==> config.mk <==
export PLATFORM = sky130hd
export DESIGN_NAME = shift_arbiter_flat
export DESIGN_NICKNAME = d
export VERILOG_FILES = /design/src/rtl/shift_arbiter_if.sv /design/src/rtl/shift_arbiter.sv /design/src/flat_wrapper.sv
export SDC_FILE = /design/constraint.sdc
export NUM_CORES = 1
export LEC_CHECK = 0
export ABC_AREA = 1
export CORE_UTILIZATION = 34
export DETAILED_ROUTE_END_ITERATION = 6
export GPL_TIMING_DRIVEN = 0
export PLACE_DENSITY_LB_ADDON = 0.2
export SYNTH_ARGS = -nofsm -noshare
export SYNTH_HDL_FRONTEND = slang
export SYNTH_SLANG_ARGS = --single-unit
export TNS_END_PERCENT = 50
==> constraint.sdc <==
create_clock -name clk -period 4.7 [get_ports clk]
set_clock_uncertainty 0.2 [all_clocks]
set_input_delay 0.94 -clock clk [delete_from_list [all_inputs] [get_ports clk]]
set_output_delay 0.94 -clock clk [all_outputs]
set_load 0.05 [all_outputs]
==> src/rtl/shift_arbiter_if.sv <==
// Bundles the two requester ports, the shifter tap and the response slot.
// The arbiter takes the slave view; requesters, shifter and consumer take the master view.
interface shift_arbiter_if #(
    parameter int N = 16,
    parameter int C = 4
);
    logic         req0_valid;
    logic [N-1:0] req0_in;
    logic [C-1:0] req0_cnt;
    logic         req0_op;
    logic         req0_ready;

    logic         req1_valid;
    logic [N-1:0] req1_in;
    logic [C-1:0] req1_cnt;
    logic         req1_op;
    logic         req1_ready;

    logic [N-1:0] sh_in;
    logic [C-1:0] sh_cnt;
    logic         sh_op;
    logic [N-1:0] sh_out;

    logic         rsp_valid;
    logic [N-1:0] rsp_data;
    logic         rsp_id;
    logic         rsp_ready;

    logic         busy;

    modport slave (
        input  req0_valid, req0_in, req0_cnt, req0_op,
        output req0_ready,
        input  req1_valid, req1_in, req1_cnt, req1_op,
        output req1_ready,
        output sh_in, sh_cnt, sh_op,
        input  sh_out,
        output rsp_valid, rsp_data, rsp_id,
        input  rsp_ready,
        output busy
    );

    modport master (
        output req0_valid, req0_in, req0_cnt, req0_op,
        input  req0_ready,
        output req1_valid, req1_in, req1_cnt, req1_op,
        input  req1_ready,
        input  sh_in, sh_cnt, sh_op,
        output sh_out,
        input  rsp_valid, rsp_data, rsp_id,
        output rsp_ready,
        input  busy
    );
endinterface

==> src/rtl/shift_arbiter.sv <==
// Round-robin share of one barrel shifter between two requesters; result lands in a
// one-entry slot one cycle after acceptance, and a full unconsumed slot stalls both requesters.
module shift_arbiter #(
    parameter int N = 16,
    parameter int C = 4
) (
    input  logic              clk,
    input  logic              rst,
    shift_arbiter_if.slave    bus
);

    typedef enum logic {
        EMPTY = 1'b0,
        FULL  = 1'b1
    } state_e;

    state_e       state_q, state_d;
    logic [N-1:0] rsp_data_q, rsp_data_d;
    logic         rsp_id_q, rsp_id_d;
    logic         last_grant_q, last_grant_d;

    logic slot_free;
    logic gnt0, gnt1, gnt_any;

    // A tie goes to whoever did not win last; readies are held low while in reset.
    always_comb begin
        slot_free = (state_q == EMPTY) || bus.rsp_ready;
        gnt0      = !rst && slot_free && bus.req0_valid && (!bus.req1_valid || last_grant_q);
        gnt1      = !rst && slot_free && bus.req1_valid && (!bus.req0_valid || !last_grant_q);
        gnt_any   = gnt0 || gnt1;
    end

    always_ff @(posedge clk or posedge rst) begin
        if (rst) begin
            state_q      <= EMPTY;
            rsp_data_q   <= '0;
            rsp_id_q     <= 1'b0;
            last_grant_q <= 1'b1;
        end else begin
            state_q      <= state_d;
            rsp_data_q   <= rsp_data_d;
            rsp_id_q     <= rsp_id_d;
            last_grant_q <= last_grant_d;
        end
    end

    always_comb begin
        state_d      = state_q;
        rsp_data_d   = rsp_data_q;
        rsp_id_d     = rsp_id_q;
        last_grant_d = last_grant_q;
        if (gnt_any) begin
            state_d      = FULL;
            rsp_data_d   = bus.sh_out;
            rsp_id_d     = gnt1;
            last_grant_d = gnt1;
        end else if (state_q == FULL && bus.rsp_ready) begin
            state_d = EMPTY;
        end
    end

    always_comb begin
        bus.req0_ready = gnt0;
        bus.req1_ready = gnt1;
        bus.sh_in      = '0;
        bus.sh_cnt     = '0;
        bus.sh_op      = 1'b0;
        if (gnt1) begin
            bus.sh_in  = bus.req1_in;
            bus.sh_cnt = bus.req1_cnt;
            bus.sh_op  = bus.req1_op;
        end else if (gnt0) begin
            bus.sh_in  = bus.req0_in;
            bus.sh_cnt = bus.req0_cnt;
            bus.sh_op  = bus.req0_op;
        end
        bus.rsp_valid = (state_q == FULL);
        bus.rsp_data  = rsp_data_q;
        bus.rsp_id    = rsp_id_q;
        bus.busy      = (state_q == FULL) || bus.req0_valid || bus.req1_valid;
    end

endmodule

==> src/flat_wrapper.sv <==
// flat-port wrapper written by rule: the top's interface ports become plain ports
module shift_arbiter_flat 
#(
    parameter int N = 16,
    parameter int C = 4
)
  (clk, rst, bus_req0_valid, bus_req0_in, bus_req0_cnt, bus_req0_op, bus_req0_ready, bus_req1_valid, bus_req1_in, bus_req1_cnt, bus_req1_op, bus_req1_ready, bus_sh_in, bus_sh_cnt, bus_sh_op, bus_sh_out, bus_rsp_valid, bus_rsp_data, bus_rsp_id, bus_rsp_ready, bus_busy);
  shift_arbiter_if #(.N(N), .C(C)) bus_i ();
  input  logic clk;
  input  logic rst;
  input wire logic [$bits(bus_i.req0_valid)-1:0] bus_req0_valid;
  input wire logic [$bits(bus_i.req0_in)-1:0] bus_req0_in;
  input wire logic [$bits(bus_i.req0_cnt)-1:0] bus_req0_cnt;
  input wire logic [$bits(bus_i.req0_op)-1:0] bus_req0_op;
  output wire logic [$bits(bus_i.req0_ready)-1:0] bus_req0_ready;
  input wire logic [$bits(bus_i.req1_valid)-1:0] bus_req1_valid;
  input wire logic [$bits(bus_i.req1_in)-1:0] bus_req1_in;
  input wire logic [$bits(bus_i.req1_cnt)-1:0] bus_req1_cnt;
  input wire logic [$bits(bus_i.req1_op)-1:0] bus_req1_op;
  output wire logic [$bits(bus_i.req1_ready)-1:0] bus_req1_ready;
  output wire logic [$bits(bus_i.sh_in)-1:0] bus_sh_in;
  output wire logic [$bits(bus_i.sh_cnt)-1:0] bus_sh_cnt;
  output wire logic [$bits(bus_i.sh_op)-1:0] bus_sh_op;
  input wire logic [$bits(bus_i.sh_out)-1:0] bus_sh_out;
  output wire logic [$bits(bus_i.rsp_valid)-1:0] bus_rsp_valid;
  output wire logic [$bits(bus_i.rsp_data)-1:0] bus_rsp_data;
  output wire logic [$bits(bus_i.rsp_id)-1:0] bus_rsp_id;
  input wire logic [$bits(bus_i.rsp_ready)-1:0] bus_rsp_ready;
  output wire logic [$bits(bus_i.busy)-1:0] bus_busy;
  assign bus_i.req0_valid = bus_req0_valid;
  assign bus_i.req0_in = bus_req0_in;
  assign bus_i.req0_cnt = bus_req0_cnt;
  assign bus_i.req0_op = bus_req0_op;
  assign bus_req0_ready = bus_i.req0_ready;
  assign bus_i.req1_valid = bus_req1_valid;
  assign bus_i.req1_in = bus_req1_in;
  assign bus_i.req1_cnt = bus_req1_cnt;
  assign bus_i.req1_op = bus_req1_op;
  assign bus_req1_ready = bus_i.req1_ready;
  assign bus_sh_in = bus_i.sh_in;
  assign bus_sh_cnt = bus_i.sh_cnt;
  assign bus_sh_op = bus_i.sh_op;
  assign bus_i.sh_out = bus_sh_out;
  assign bus_rsp_valid = bus_i.rsp_valid;
  assign bus_rsp_data = bus_i.rsp_data;
  assign bus_rsp_id = bus_i.rsp_id;
  assign bus_i.rsp_ready = bus_rsp_ready;
  assign bus_busy = bus_i.busy;
  shift_arbiter #(.N(N), .C(C)) u_core (.clk(clk), .rst(rst), .bus(bus_i));
endmodule
Word-level counts from Yosys, hierarchy flattened. Index checks and enable logic that the tools add are counted.

Flip-flop bits (word level): 19. Input port bits: 63. Output and inout bits: 42. Logic and storage cells: 30.

Mux-type cells: 8. Bitwise operators: 1. Reductions and logical operators: 17.

Operators by type and width (number): $mux W16 (2); $mux W4 (2); $logic_and A1 B1 Y1 (6); $logic_or A1 B1 Y1 (6); $logic_not A1 Y1 (4); $mux W1 (4); $reduce_bool A2 Y1 (1); $not A1 Y1 (1).

Logic depth before layout (Yosys ltp). Gate-level depths: netlist of run 1.

Depth after elaboration: 7. Depth in mapped cells: 8. Gate-level depth less buffers: 7.

Worst setup path before layout of run 1. Ideal clock, no wire load.

Kind: in2out. Start: input bus_rsp_ready. End: output bus_sh_cnt[0]. Arrival: 1.973 ns. Data required time: 3.560 ns. Path slack: 1.587 ns. Stages on the path: 7. Buffers on the path: 1. Path through: inv_1 a21oi_2 nand2_2 inv_2 buf_4 nand2_1 nand2_1.

Cells in the longest elaborated chain, start to end: 6.

RTL lines: from (decl) (line flat_wrapper.sv:28) `input wire logic [$bits(bus_i.rsp_ready)-1:0] bus_rsp_ready;`; $logic_or A1 B1 Y1 (line shift_arbiter.sv:27) `slot_free = (state_q == EMPTY) || bus.rsp_ready;`; $logic_and A1 B1 Y1 (3 in a row) (line shift_arbiter.sv:28) `gnt0 = !rst && slot_free && bus.req0_valid && (!bus.req1_valid || last_grant_q);`; via bus_req0_ready (line flat_wrapper.sv:15) `output wire logic [$bits(bus_i.req0_ready)-1:0] bus_req0_ready;`; $mux W4 (line shift_arbiter.sv:72) `end else if (gnt0) begin`; $mux W4 (line shift_arbiter.sv:68) `if (gnt1) begin`; to (decl) (line flat_wrapper.sv:22) `output wire logic [$bits(bus_i.sh_cnt)-1:0] bus_sh_cnt;`.

The timed path passes the listed nets, and every way through them passes these cells.

Worst setup path in the final report of run 1.
Start: input bus_rsp_ready. End: output bus_sh_in[8].

Cells in the longest elaborated chain, start to end: 6.

RTL lines: $logic_or A1 B1 Y1 * (line shift_arbiter.sv:27); $logic_and A1 B1 Y1 * (line shift_arbiter.sv:28, shift_arbiter.sv:29); $logic_and A1 B1 Y1 (2 in a row) (line shift_arbiter.sv:28); $mux W16 (line shift_arbiter.sv:72); $mux W16 * (line shift_arbiter.sv:68); to (decl) (line flat_wrapper.sv:21) `output wire logic [$bits(bus_i.sh_in)-1:0] bus_sh_in;`.

Mark *: on every way between the ends. The rest lies on a longest branch, timed or not.

==> flow_summary.json, run 1 <==
{
  "detail_route.drc_violations": 0,
  "clkLatencyLatePin_ns": 0.29,
  "drt_first_pass_iters": 4,
  "timing.final.crit_share_pct": 86.6,
  "number_of_unique_standard_cell_types_used_by_synthesis": 16,
  "synth-edff-count": 0,
  "die-area_sq_um": 3750,
  "antenna_cells_inserted": 0,
  "yosys.area.top_type_share_pct": 37.8,
  "mappedNetlistArea_sq_um": 1190,
  "drv.max_cap_violation_count": 0,
  "wirelength_per_cell_um": 11.5,
  "post-dp-hpwl_um": 3010,
  "status": "completed",
  "start_util_pct": 35.7,
  "avgViaCountPerCell": 4.35,
  "max-slew-margin-rel_pct": 53.0,
  "first_pass_grt_wire_length_um": 5230,
  "htree_num_levels": 1,
  "path_cells": "clkdlybuf4s50_1 -> inv_1 -> a21oi_2 -> nand2_2 -> inv_2 -> buf_4 -> nand2_1 -> nand2_1 -> clkdlybuf4s50_1",
  "final_setup_violations": 0,
  "layout_net_count": 336,
  "ys_ff_latch": 19,
  "cts_inserted_buffers": 3,
  "post_synth_inst_count": 164,
  "yosys_warnings": 0,
  "worst-path-buf-inv": 5,
  "grt_antenna_before_repair": 0,
  "r2r_start": "u_core.last_grant_q",
  "final_area_sq_um": 2320,
  "max_freq_ghz": 0.246,
  "power_leakage_nw": 1.13,
  "ir_worst_vdd_mv": 0.298,
  "worst_pin_slew_ns": 0.705,
  "ctsLongestPathBuffers": 2,
  "floorplan.core_area_sq_um": 3340,
  "synthArstFlopShare_pct": 100,
  "ys_top_cells_by_count": "sky130_fd_sc_hd__nand2_1 (104), sky130_fd_sc_hd__dfrtp_1 (18), sky130_fd_sc_hd__nand3_1 (10)",
  "report.final.slew_viol_count": 0,
  "cp_data_required_time_ns": 3.56,
  "critical-path-max-stage-delay_ns": 0.80,
  "synth.avg_cell_area_sq_um": 7.27,
  "top_level_ports": 105,
  "cp.arrival_ns": 2.93,
  "final.setup.tns_ns": 0,
  "place_congestion": 0.697,
  "synth.top_cells.by_area": "sky130_fd_sc_hd__dfrtp_1 (38%), sky130_fd_sc_hd__nand2_1 (33%), sky130_fd_sc_hd__nand3_2 (5.9%)",
  "syn_nets": 227,
  "placed_area_sq_um": 2290,
  "timing.final.crit_period_ns": 4.07,
  "cp-end-kind": "output pin",
  "timing.critical_path.slowest_stage_cell": "sky130_fd_sc_hd__clkdlybuf4s50_1",
  "route.vias.total": 1383,
  "antenna_violating_nets_post_route": 0,
  "grt_overflow_total": 0,
  "synth_flop_cell": "sky130_fd_sc_hd__dfrtp_1",
  "route.final.wire_length_um": 3650,
  "area_growth_syn_to_layout_pct": 94.3,
  "postCtsResizedCells": 0,
  "yosysTopAreaCell": "sky130_fd_sc_hd__dfrtp_1",
  "postLayoutSetupSlackWorst_ns": 0.628,
  "final_cell_count_no_fill": 318,
  "power_density_nw_per_um2": 358,
  "global_route.usage.total_pct": 18.9,
  "critical_path.startpoint_type": "input port",
  "die_outline_height_um": 61.2,
  "yosysMostFrequentCell": "sky130_fd_sc_hd__nand2_1",
  "timing.setup.critical_path_class": "in -> out",
  "cts_num_sinks": 19,
  "share_of_layout_cells_above_drive_strength_1_pct": 10.7,
  "dp_cells": 314,
  "cts_hold_buf": 0,
  "synth.yosys.seq_area_share_pct": 40.0,
  "worst_setup_path_startpoint": "bus_rsp_ready",
  "path_max_fanout": 10,
  "timing_hold_violations_final": 0,
  "cts_setup_buffers": 0,
  "p_total_w": 0.000829,
  "path_delay_family": "buffers and inverters",
  "total_number_of_placement_rows": 21,
  "drt_first_iter_violations": 55,
  "portBuffers": 104,
  "pin_count_of_the_biggest_net_entering_global_routing": 21,
  "die_width_um": 61.2,
  "rsz0062_at_grt": "false",
  "hold_path.startpoint": "u_core.last_grant_q",
  "cts_root_buffer": "sky130_fd_sc_hd__clkbuf_4",
  "vias_in_the_first_global_route": 1242,
  "cts_tree": "done",
  "placement_stage_worst_setup_slack_ns": 0.613,
  "worst_setup_hold_path_clk_slew_ns": 0.09,
  "hold_path.class": "reg -> reg"
}
==> state kept, by name, summed over array words and instances, names as in the netlist <==
| register | count |
|---|---|
| u_core.bus.rsp_id | 1 |
| u_core.last_grant_q | 1 |
| u_core.bus.rsp_valid | 1 |
| u_core.bus.rsp_data | 16 |
==> cells in the final DEF, fill, tap and decap left out <==
cell	Yosys	layout
sky130_fd_sc_hd__dfrtp_1	18	18
sky130_fd_sc_hd__clkbuf_4	0	3
sky130_fd_sc_hd__buf_4	4	4
sky130_fd_sc_hd__buf_12	3	3
sky130_fd_sc_hd__dfstp_2	1	1
sky130_fd_sc_hd__nand3_1	10	10
sky130_fd_sc_hd__nand2_1	104	104
sky130_fd_sc_hd__buf_6	2	2
sky130_fd_sc_hd__a21boi_1	1	1
sky130_fd_sc_hd__a21oi_2	1	1
sky130_fd_sc_hd__clkbuf_1	0	1
sky130_fd_sc_hd__inv_1	4	4
sky130_fd_sc_hd__nor2_1	1	1
sky130_fd_sc_hd__clkdlybuf4s50_1	0	104
sky130_fd_sc_hd__nand3_2	7	7
sky130_fd_sc_hd__inv_2	3	3
sky130_fd_sc_hd__nand2_4	1	1
sky130_fd_sc_hd__nand2_2	3	3
sky130_fd_sc_hd__a21oi_4	1	1
==> worst reg2reg max path: cells and delay by family (launching register included) <==
kind            cells  cell delay [ns]
compound gates      1             0.14
buf+inv             3             0.35
flops               1             0.56
simple gates        3             0.19
==> through the flow <==
step | hold WS [ns] | utilization [%]
final | 0.287 | 69.4
after global routing | 0.315 | 69.4
after CTS | 0.291 | 69.4
after detailed placement | 0.275 | 68.7
after global placement | 0.258 | 68.7
after floorplan | 0.249 | -
==> power breakdown <==
| part | total [W] | leakage, nW | internal, W | switching (W) |
|---|---|---|---|---|
| Clock | 0.0000785 | 0.0150 | 0.0000330 | 0.0000455 |
| Sequential | 0.000238 | 0.234 | 0.000208 | 0.0000291 |
| Combinational | 0.000513 | 0.878 | 0.000197 | 0.000316 |
==> worst paths after layout <==
check                                                to  slack, ns  cells after the start
worst min-delay path                u_core.last_grant_q       0.29                      2
min in group asynchronous          u_core.bus.rsp_valid       0.90                      2
worst min register to register      u_core.last_grant_q       0.29                      2
max in group asynchronous       u_core.bus.rsp_data[13]       2.95                      2
worst max register to register   u_core.bus.rsp_data[1]       3.16                      7
worst max-delay path                       bus_sh_in[8]       0.63                      9
==> layout make-up <==
cell class	instances	area [sq um]
tap	46	57.6
clock buffer	4	26.3
sequential	19	477
buffer	9	113
timing repair buffer	104	1040
fill	294	1020
multi-input combinational	129	577
inverter	7	26.3
==> logic make-up after synthesis <==
kind of cell           after synthesis  synth area share (%)
AND/OR/NAND/NOR                    126                  45.6
AO/OA/AOI/OAI                        3                  2.73
buffers and inverters               16                  11.6
flip-flops                          19                  40.0
==> layer usage <==
layer | up-vias | share of wire, % | global-route usage [%]
li1 | 717 | - | -
met1 | 601 | 40 | 22.0
met2 | 60 | 46 | 32.9
met3 | 5 | 13 | 4.83
met4 | 0 | 1.3 | 7.79
met5 | - | 0 | 0
No activity file was read; power rests on OpenSTA's default activity.
==> run 2, diff against run 1 <==
--- a/config.mk
+++ b/config.mk
@@ -7,9 +7,11 @@
 export LEC_CHECK = 0
 export ABC_AREA = 1
 export CORE_UTILIZATION = 34
+export CTS_CLUSTER_DIAMETER = 30
 export DETAILED_ROUTE_END_ITERATION = 6
 export GPL_TIMING_DRIVEN = 0
 export PLACE_DENSITY_LB_ADDON = 0.2
+export SLEW_MARGIN = 20
 export SYNTH_ARGS = -nofsm -noshare
 export SYNTH_HDL_FRONTEND = slang
 export SYNTH_SLANG_ARGS = --single-unit
==> results of run 2 <==
The final DEF is identical to that of run 1; final timing and power are the same.
